## src/rtl/seq_scan_ctrl.sv

```systemverilog
// seq_scan_ctrl: programmable serial pattern-scan controller with valid/ready config and match counting.
// Define SCAN_MASK_EN to add a cfg_mask port that marks pattern positions as don't-care.
module seq_scan_ctrl #(
    parameter int PW = 8,
    parameter int LW = 4,
    parameter int CW = 8
) (
    input  logic          clk,
    input  logic          reset,
    input  logic          cfg_valid,
    output logic          cfg_ready,
    input  logic [PW-1:0] cfg_pattern,
    input  logic [LW-1:0] cfg_len,
    input  logic          cfg_overlap,
    input  logic [CW-1:0] cfg_target,
`ifdef SCAN_MASK_EN
    input  logic [PW-1:0] cfg_mask,
`endif
    input  logic          start,
    input  logic          abort,
    input  logic          in_valid,
    input  logic          in,
    output logic          match,
    output logic [CW-1:0] match_count,
    output logic          done,
    output logic          busy,
    output logic [1:0]    present,
    output logic [1:0]    next
);
    typedef enum logic [1:0] {IDLE = 2'b00, READY = 2'b01, SCAN = 2'b10, DONE = 2'b11} state_t;
    state_t state, state_nx;
    logic [PW-1:0] pat, msk, hist, window, len_mask;
    logic [LW-1:0] len, fill;
    logic [CW-1:0] tgt, cnt;
    logic ovl, cfg_fire, cfg_ok, hit, last_hit;
    assign cfg_ready = state != SCAN;
    assign cfg_fire  = cfg_valid & cfg_ready;
    assign cfg_ok    = cfg_len != '0 && cfg_len <= LW'(PW);
    assign window    = {hist[PW-2:0], in};
    always_comb begin
        len_mask = '0;
        for (int i = 0; i < PW; i++) len_mask[i] = i < int'(len);
    end
    assign hit      = ((window ^ pat) & len_mask & ~msk) == '0;
    assign match    = state == SCAN && in_valid && !abort && fill >= len - 1'b1 && hit;
    assign last_hit = tgt != '0 && cnt + 1'b1 == tgt;
    // Config outranks abort, abort outranks start; an illegal config still swallows start.
    always_comb begin
        state_nx = state;
        case (state)
            IDLE:    state_nx = cfg_fire && cfg_ok ? READY : IDLE;
            READY:   state_nx = !cfg_fire && start ? SCAN : READY;
            SCAN:    state_nx = abort ? READY : match && last_hit ? DONE : SCAN;
            default: state_nx = cfg_fire ? (cfg_ok ? READY : DONE) : abort ? READY : start ? SCAN : DONE;
        endcase
    end
    always_ff @(posedge clk or negedge reset)
        if (!reset) state <= IDLE;
        else        state <= state_nx;
    always_ff @(posedge clk or negedge reset) begin
        if (!reset) begin
            pat  <= '0;
            len  <= '0;
            ovl  <= 1'b0;
            tgt  <= '0;
            hist <= '0;
            fill <= '0;
            cnt  <= '0;
        end else begin
            if (cfg_fire && cfg_ok) begin
                pat <= cfg_pattern;
                len <= cfg_len;
                ovl <= cfg_overlap;
                tgt <= cfg_target;
            end
            if (state != SCAN && state_nx == SCAN) begin
                hist <= '0;
                fill <= '0;
                cnt  <= '0;
            end else if (state == SCAN && in_valid && !abort) begin
                hist <= window;
                fill <= match && !ovl ? '0 : fill == len ? fill : fill + 1'b1;
                if (match && cnt != '1) cnt <= cnt + 1'b1;
            end
        end
    end
`ifdef SCAN_MASK_EN
    always_ff @(posedge clk or negedge reset)
        if (!reset)                 msk <= '0;
        else if (cfg_fire && cfg_ok) msk <= cfg_mask;
`else
    assign msk = '0;
`endif
    assign match_count = cnt;
    assign done        = state == DONE;
    assign busy        = state == SCAN;
    assign present     = state;
    assign next        = state_nx;
endmodule

```

## config.mk

```make
export PLATFORM = sky130hd
export DESIGN_NAME = seq_scan_ctrl
export DESIGN_NICKNAME = d
export VERILOG_FILES = /design/src/rtl/seq_scan_ctrl.sv
export SDC_FILE = /design/constraint.sdc
export NUM_CORES = 1
export LEC_CHECK = 0
export BUFFER_PORTS_ARGS = -buffer_cell sky130_fd_sc_hd__clkbuf_2
export CORE_MARGIN = 3
export CORE_UTILIZATION = 56
export DETAILED_ROUTE_END_ITERATION = 12
export PLACE_DENSITY = 0.9
export SLEW_MARGIN = 10
export SYNTH_ARGS = -nofsm -noshare
export SYNTH_HDL_FRONTEND = slang
export SYNTH_SLANG_ARGS = --single-unit
```

## constraint.sdc

```tcl
create_clock -name clk -period 3.2 [get_ports clk]
set_clock_uncertainty 0.1 [all_clocks]
set_input_delay 0 -clock clk [delete_from_list [all_inputs] [get_ports clk]]
set_output_delay 0 -clock clk [all_outputs]
set_load 0.05 [all_outputs]
```

* Word level (Yosys, flattened, before mapping) *
Index checks and enable logic that the tools add are counted.

storage, ports and cells
  word-level logic and storage cells = 74
  latch bits = 0
  output and inout bits = 16
  register bits = 42
  memories = 0
  input bits = 28
  bits in writable memories = 0
  ROM bits = 0

cells by class
  add/subtract/negate cells = 3
  $lt $le $gt $ge = 10
  bitwise logic cells = 3
  div/mod/pow operators = 0
  muxes and demuxes = 18
  shift operators = 0
  equality and inequality tests = 9
  reduce and logical (&&, ||, !) cells = 23
  $mul = 0

operator list
  cell                 number
  $mux 8               3
  $lt 3x4->1 const A   4
  $mux 4               4
  $mux 7               2
  $logic_and 1x1->1    12
  $mux 2               5
  $add 8x1->8 const B  1
  $and 8x8->8          1
  $eq 8x8->1           1
  $logic_not 8->1      1
  $lt 1x4->1 const A   2
  $lt 2x4->1 const A   2
  $ne 8x8->1 const B   1
  $reduce_bool 8->1    1
  $xor 8x8->8          1
  $eq 2x2->1 const B   3
  $pmux 2 s3           1
  $add 4x1->4 const B  1
  $eq 4x4->1           1
  $ge 4x4->1           1
  $le 4x4->1 const B   1
  $reduce_and 2->1     2
  $reduce_bool 2->1    2
  $reduce_bool 4->1    1
  other kinds (8)      12

* Depth between registers and ports, before layout *
Gate-level depths: netlist of run 1.

  word-level depth = 13
  depth in mapped cells = 9
  gate-level depth less buffers = 9

* Worst setup path before layout of run 1 *
No wires, ideal clock.

  kind = register to register
  start point = register state[1], in the netlist present[1]
  end point = register state[0], in the netlist present[0]
  library setup time = 0.255 ns
  stages on the path, launching flop included = 8
  clock period less this slack = 3.578 ns
  buffers on the path = 2
  setup slack = -0.378 ns
  arrival = 3.223 ns
  cell sequence = dfrtp_1 > buf_4 > and4bb_1 > buf_6 > o21ai_2 > or3_4 > or3_1 > o31ai_1

between the ends
  cells in the longest elaborated chain, start to end = 9

RTL lines
  what                            line    source
  start, declared                 31      state_t state, state_nx;
  start signal, assigned          59      else state <= state_nx;
  $eq 2x2->1                      45, 50
  $logic_and 1x1->1 (4 in a row)  45      assign match = state == SCAN && in_valid && !abort && fill >= len - 1'b1 && hit;
  $logic_and 1x1->1               53      SCAN: state_nx = abort ? READY : match && last_hit ? DONE : SCAN;
  $mux 1                          53
  $mux 2                          53
  $pmux 2 s3 *                    50      case (state)
  named net next[0]               28      output logic [1:0] next

Mark *: on every way through the listed nets, which the timed path passes. The rest lies on a longest branch.
A chain may end at the register's enable or synchronous reset.

* Final worst setup path of run 1 *
  start point = register len[0]
  end point = output next[0]

between the ends
  cells in the longest elaborated chain, start to end = 8

RTL lines
  what                                                  line    source
  start, declared                                       33      logic [LW-1:0] len, fill;
  start signal, assigned                                72      len <= cfg_len;
  $sub 4x1->4 (tied with other cells)                   45
  $ge 4x4->1 or $and 8x8->8 (tied branches)             45, 44
  $logic_and 1x1->1 or $logic_not 8->1 (tied branches)  45, 44
  $logic_and 1x1->1 *                                   45
  $logic_and 1x1->1 *                                   53
  $mux 1 *                                              53
  $mux 2 *                                              53
  $pmux 2 s3 *                                          50
  end, declared                                         28

Every way passes the cells marked *; elsewhere a longest branch is shown, timed or not.

==> results of run 1 <==
sequential cells by signal, indices dropped and copies added, names as in the netlist:
register and cells:
fill 4, hist 7, len 4, match_count 8, ovl 1, pat 8
present 2, tgt 8
metal layers:
metal | GRT usage, % | part of all wire, % | up-vias
met5 | 0 | 0 | -
met4 | 7.99 | 1.5 | 0
met3 | 4.27 | 7.0 | 10
met2 | 37.8 | 46 | 96
met1 | 35.2 | 45 | 1040
li1 | - | - | 1044
where the power goes:
group,switching (µW),internal (µW),total (µW)
registers,127,630,756
logic,420,294,713
clock network,209,158,367
critical path, delay by kind of cell (launching register included):
family,cells,cell delay (ps)
flip-flops,1,450
AND/OR/NAND/NOR,2,830
XOR/XNOR,1,140
adder cells (fa/ha/maj),2,430
buffers and inverters,2,340
AO/OA/AOI/OAI,2,370
stage by stage:
step	utilization (%)	worst slack [ps]
CTS	74.3	100
floorplan	-	87.2
global route	74.5	44.5
global placement	66.1	540
detailed placement	66.1	451
finish	74.5	208
area by class of cell:
cell class	instances	share of cell area, %
Tap cell	50	2.01
Timing Repair Buffer	69	15.3
Clock buffer	5	2.22
Clock inverter	3	0.805
Sequential cell	42	33.9
Inverter	8	0.967
Multi-Input combinational cell	191	44.8
placed cells by master, fill, tap and decap left out, types with 3 or more instances in the layout:
cell / instances
xnor2_1: 16
clkbuf_8: 5
nand3_1: 7
nand2b_1: 9
mux2i_1: 6
dlygate4sd3_1: 25
o21ai_0: 7
or4_1: 3
a21oi_1: 11
inv_1: 8
mux2_2: 20
nand2_1: 28
ha_1: 9
nand4_1: 3
nor3_1: 7
nor2_1: 5
xor2_1: 7
clkbuf_2: 42
dfrtp_1: 40
nor3b_1: 4
nor4_1: 8
what timing repair did:
action,4_1_cts,5_1_grt
resized for setup,0,5
hold buffers,25,0
hold endpoints to repair,65,0
endpoints found under the setup margin,0,1
kinds of logic (layout without fill, tap and decap cells):
group                      Yosys count  after routing  share of synthesized area, %
muxes                               26             26                          11.3
adders and majority gates            9              9                          4.45
AOI/OAI and AO/OA                   43             43                          11.4
DFF                                 42             42                          41.5
buffers and inverters               20             85                          3.75
and+or+nand+nor                     90             90                          19.7
xor gates and xnor gates            23             23                          7.95
worst paths after layout:
| check | startpoint | to | slack [ps] | depth (start not counted) |
|---|---|---|---|---|
| max in group asynchronous | reset | len[1]$_DFFE_PN0P_ | 2020 | 2 |
| min reg2reg | pat[7]$_DFFE_PN0P_ | pat[7]$_DFFE_PN0P_ | 440 | 1 |
| max | len[0]$_DFFE_PN0P_ | next[0] | 210 | 9 |
| max reg2reg | len[0]$_DFFE_PN0P_ | fill[0]$_DFFE_PN0P_ | 480 | 9 |
| min | cfg_valid | len[3]$_DFFE_PN0P_ | 30 | 4 |
| min in group asynchronous | reset | hist[5]$_DFFE_PN0P_ | 300 | 2 |
==> impl_results.md, run 1 <==
- Status: complete, no violations
- Post-synth ARST share: 100%
- Die height: 73.2 µm
- Site Rows: 23
- Vias in the first global route: 2065
- Worst Max-Slew Pin Slew: 1030 ps
- TritonCTS sink count: 42
- Post-CTS Setup Bufs: 0
- First-pass GRT wire length: 10100 µm
- Post-Layout Cell Count: 368
- Die area: 0.00536 mm²
- DR vias: 2190
- Synth Instances: 253
- Htree depth: 2
- Critical Path AT: 2890 ps
- Initial Util: 60.7%
- I/O pins: 44
- Initial antenna violation count: 0
- IO Port Bufs: 43
- Final Hold Fails: 0
- Reg area: 0.00105 mm²
- Synth Area per Inst: 10.0 µm²
- Largest net degree at the start of global routing: 43
- Crit-path cells: inv_1 > ha_1 > xnor2_1 > ha_1 > a2111oi_0 > or3_4 > or3_1 > o31ai_2 > buf_4
- Dpl cell area: 0.00276 mm²
- Seq cells post-synth: 42
- Most common cell in the netlist: dfrtp_1
- Worst path most repeated cell: ha_1
- Final GP Congestion: 0.939
- Sequential share of the synthesized area: 41.5%
- Initial DRC Count: 184
- CP peak stage delay: 450 ps
- Final WL: 5900 µm
- Dpl hpwl: 4130 µm
- Setup TNS: 0 ps
- Number of cells after detailed placement: 335
- Count of cell types in the netlist: 49
- Total inserted antenna cells: 0
- Fin. max-slew vios: 0
- Ranking of synthesized cells by area: dfrtp_1 (42%), mux2_2 (8.9%), xnor2_1 (5.5%)
- Power per standard cell area: 591 mW/mm²
- Drt drc: 0
- Number of synthesis warnings: 0
- Required time worst endpoint: 3100 ps
- Largest area contributor in the netlist: dfrtp_1
- Kind of critical path: flip-flop to output pin
- Total grt overflow: 0
- Final Cycle Share: 93.5%
- Total Power: 1840 µW
- Root buffer cell: clkbuf_8
- Syn_nets: 290
- RSZ-0062 raised after global routing: false
- Tot GR Track Use: 24.6%
- Synth cell count leaders: dfrtp_1 (42), nand2_1 (28), mux2_2 (20)
- Via/cell ratio: 5.95
- CTS tree: done
- Fraction of layout cells with a size suffix above 1: 24.5%
- Core box area: 0.00417 mm²
- Final setup viols: 0
- CTS Buf Count: 5
- Layout area overhead: 22.7%
- Clock-pin slew on the worst setup and hold paths: 90 ps
- Final hold slack: 30.6 ps
- Worst setup EP type: output pin
- Multi-input gate area: 0.00139 mm²
- Fmax: 334 MHz
- Post-synthesis cell area: 0.00253 mm²
- Yosys top cell area share: 41.5%
- Post-synth EDFFs: 0
- Die X: 73.2 µm
- Final Instance Area: 0.00311 mm²
- Detailed Routing Iterations Pass 1: 4
- Synth Flop Type: dfrtp_1
- Avg WL per Cell: 16.0 µm
- Leakage: 0.00136 µW
- Startpoint Class: flip-flop
- Clk buf depth: 2
- ANT nets after route: 0
- VDD IR max: 0.000322 V
- HP Class: input pin to flip-flop
- Nets: 354
- Slowest cell on the critical path: dfrtp_2
- Clk Latency, worst-skew pair: 310 ps
- Post-route minimum period: 2990 ps
- Critical-path maximum fanout: 12
- MaxCap Viol Count: 0
- Layout fillers: 293
- Slew headroom: 31.6%
(Power assumes the default switching activity.)
==> run 2, diff against run 1 <==
- CORE_UTILIZATION: 56 -> 50
- PLACE_DENSITY: 0.9 -> 0.82
- RECOVER_POWER: default -> 50
==> run 2 against run 1 <==
Effect of this change:
- cell count up 4.9%
- total power up 3.1%
- combinational power about the same
- register-to-register slack better by 90 ps
- first-iteration DRC count fell by 10%
- flip-flop and latch count stayed put
- die area up 11%
- largest cell class unchanged
- highest routed layer unchanged
- wire length rose by 1.4%
- via count grew 0.18%
- the flow now finishes with violations (max-capacitance violations, max-slew violations)
==> impl_results.md, run 2 (synthesis gave the netlist of run 1 again) <==
- Status: finished, violations left
- Failing checks: max-capacitance violations, max-slew violations
- Site Rows: 25 (+8.7%)
- Avg WL per Cell: 15.5 µm (-3.3%)
- Worst r2r src: len[0]$_DFFE_PN0P_
- Die height: 77.2 µm (+5.4%)
- Clk Latency, worst-skew pair: 300 ps (about the same)
- Power per standard cell area: 602 mW/mm² (+1.9%)
- Die X: 77.2 µm (+5.4%)
- HP Class: input pin to flip-flop
- Nets: 355 (+0.28%)
- Post-route minimum period: 2940 ps (-54.4 ps)
- Final WL: 5980 µm (+1.4%)
- CP Depth: 10 (+1)
- Reg area: 0.00105 mm² (-0.12%)
- Worst setup EP type: output pin
- Total inserted antenna cells: 0 (unchanged)
- DR vias: 2194 (+0.18%)
- Initial Util: 52.6% (-8.1 points)
- Layout fillers: 408 (+39%)
- Final Cycle Share: 91.8% (-1.7 points)
- Crit-path cells: inv_1 > ha_1 > xnor2_1 > ha_1 > o21ai_0 > a22oi_1 > nand2_1 > or3_1 > o31ai_2 > buf_4
- FF-to-FF End: fill[0]$_DFFE_PN0P_
- Clock-pin slew on the worst setup and hold paths: 90 ps (about the same)
- Worst path most repeated cell: ha_1
- CTS tree: done
- Drt drc: 0 (unchanged)
- Post-CTS Setup Bufs: 0 (unchanged)
- Fraction of layout cells with a size suffix above 1: 20.7% (-3.8 points)
- Required time worst endpoint: 3100 ps (about the same)
- Startpoint Class: flip-flop
- Kind of critical path: flip-flop to output pin
- Final setup viols: 0 (unchanged)
- Buf/Inv on CP: 2 (unchanged)
- ANT nets after route: 0 (unchanged)
- Largest net degree at the start of global routing: 43 (unchanged)
- Critical-path maximum fanout: 5 (-7)
- Most frequent cells in the layout: dfrtp_1 (41), clkbuf_2 (31), nand2_1 (28)
- Leakage: 0.00134 µW (-1.7%)
- Critical Path AT: 2840 ps (-50 ps)
- RSZ-0062 raised after global routing: false
- CTS Buf Count: 5 (unchanged)
- I/O pins: 44 (unchanged)
- Tot GR Track Use: 21.7% (-2.9 points)
- R2R cell count: 9 (unchanged)
- Worst Max-Slew Pin Slew: 2250 ps (+1220 ps)
- Slew headroom: -49.7% (-81 points)
- Die area: 0.00595 mm² (+11%)
- Final Hold Fails: 0 (unchanged)
- TritonCTS sink count: 42 (unchanged)
- Critical Path Source: len[0]$_DFFE_PN0P_
- Fmax: 340 MHz (+1.9%)
- Detailed Routing Iterations Pass 1: 4 (unchanged)
- Total grt overflow: 0 (unchanged)
- VDD IR max: 0.000322 V (about the same)
- CP peak stage delay: 420 ps (-30 ps)
- Root buffer cell: clkbuf_8
- Via/cell ratio: 5.68 (-4.5%)
- Clk buf depth: 2 (unchanged)
- IO Port Bufs: 43 (unchanged)
- Dpl ws: 476 ps (+24.7 ps)
- Slowest cell on the critical path: dfrtp_1
- Final GP Congestion: 0.912 (-2.9%)
- Most common cell after layout, fill and taps aside: dfrtp_1
- Fin. max-slew vios: 43 (+43)
- Dpl hpwl: 4170 µm (+0.90%)
- Core box area: 0.00482 mm² (+15%)
- Setup crit end: next[0]
- CP delay by family, top: compound AO/OA/AOI/OAI gates
- Setup TNS: 0 ps (unchanged)
- First-pass GRT wire length: 10300 µm (+1.8%)
- Layout area overhead: 24.1%
- Total Power: 1890 µW (+3.1%)
- MaxCap Viol Count: 1 (+1)
- R2r setup slk: 570 ps (+90 ps)
- Setup slack after layout: 262 ps (+54.4 ps)
- Vias in the first global route: 2131 (+3.2%)
- Initial antenna violation count: 0 (unchanged)
- Htree depth: 2 (unchanged)
- Initial DRC Count: 165 (-10%)
- Multi-input gate area: 0.00139 mm² (unchanged)
-- run 2: metrics by stage --
| stage | area [µm²] | utilization [%] | instances | hold slack [ps] |
|---|---|---|---|---|
| after floorplan | 2540 | - | 253 | -396 |
| after global placement | 2780 | 57.7 | 352 | 133 |
| after detailed placement | 2780 | 57.7 | 352 | 131 |
| after CTS | 3150 | 65.5 | 386 | 39.4 |
| after global routing | 3140 | 65.2 | 386 | 82.1 |
| final | 3140 | 65.2 | 386 | 49.9 |
-- run 2: worst min-delay path by stage --
| stage | cells after the start | slack (ps) | to | start |
|---|---|---|---|---|
| 6_report | 3 | 50 | present[1]$_DFF_PN0_ | start |
| 4_1_cts | 3 | 40 | present[1]$_DFF_PN0_ | start |
| 3_3_place_gp | 1 | 130 | match_count[5]$_DFFE_PN0P_ | reset |
| 3_5_place_dp | 1 | 130 | tgt[5]$_DFFE_PN0P_ | reset |
| 2_1_floorplan | 0 | -400 | fill[0]$_DFFE_PN0P_ | reset |
| 5_1_grt | 3 | 80 | present[1]$_DFF_PN0_ | start |
-- run 2: layout make-up --
| class | count | area share (%) |
|---|---|---|
| well taps | 67 | 2.67 |
| clock inverters | 3 | 1.43 |
| repair buffers | 70 | 15.0 |
| clock buffers | 5 | 2.19 |
| inverters | 8 | 0.955 |
| multi-input cells | 191 | 44.3 |
| flip-flops and latches | 42 | 33.5 |
-- run 2: worst min-delay path: cells and delay by family --
| kind | cells | cell delay (ps) |
|---|---|---|
| simple gates | 1 | 170 |
| compound gates | 1 | 140 |
| buf+inv | 1 | 80 |
-- run 2: layer usage --
| layer | part of all wire (%) | track usage (%) | wire (µm) | vias up |
|---|---|---|---|---|
| li1 | - | - | - | 1056 |
| met1 | 46 | 30.7 | 2720 | 1062 |
| met2 | 47 | 34.3 | 2810 | 69 |
| met3 | 6.2 | 2.93 | 368 | 7 |
| met4 | 1.4 | 7.30 | 82 | 0 |
| met5 | 0 | 0 | 0 | - |
-- run 2: repair_timing --
item	in CTS	in global routing
endpoints found under the setup margin	0	1
hold endpoints to repair	65	0
hold buffers	26	0
gates resized for setup	0	4
-- run 2: power breakdown --
group	total, µW	leakage, µW	internal, µW	switching, µW
clock network	424	0.0000504	232	192
logic	715	0.000755	290	425
registers	755	0.000535	629	126
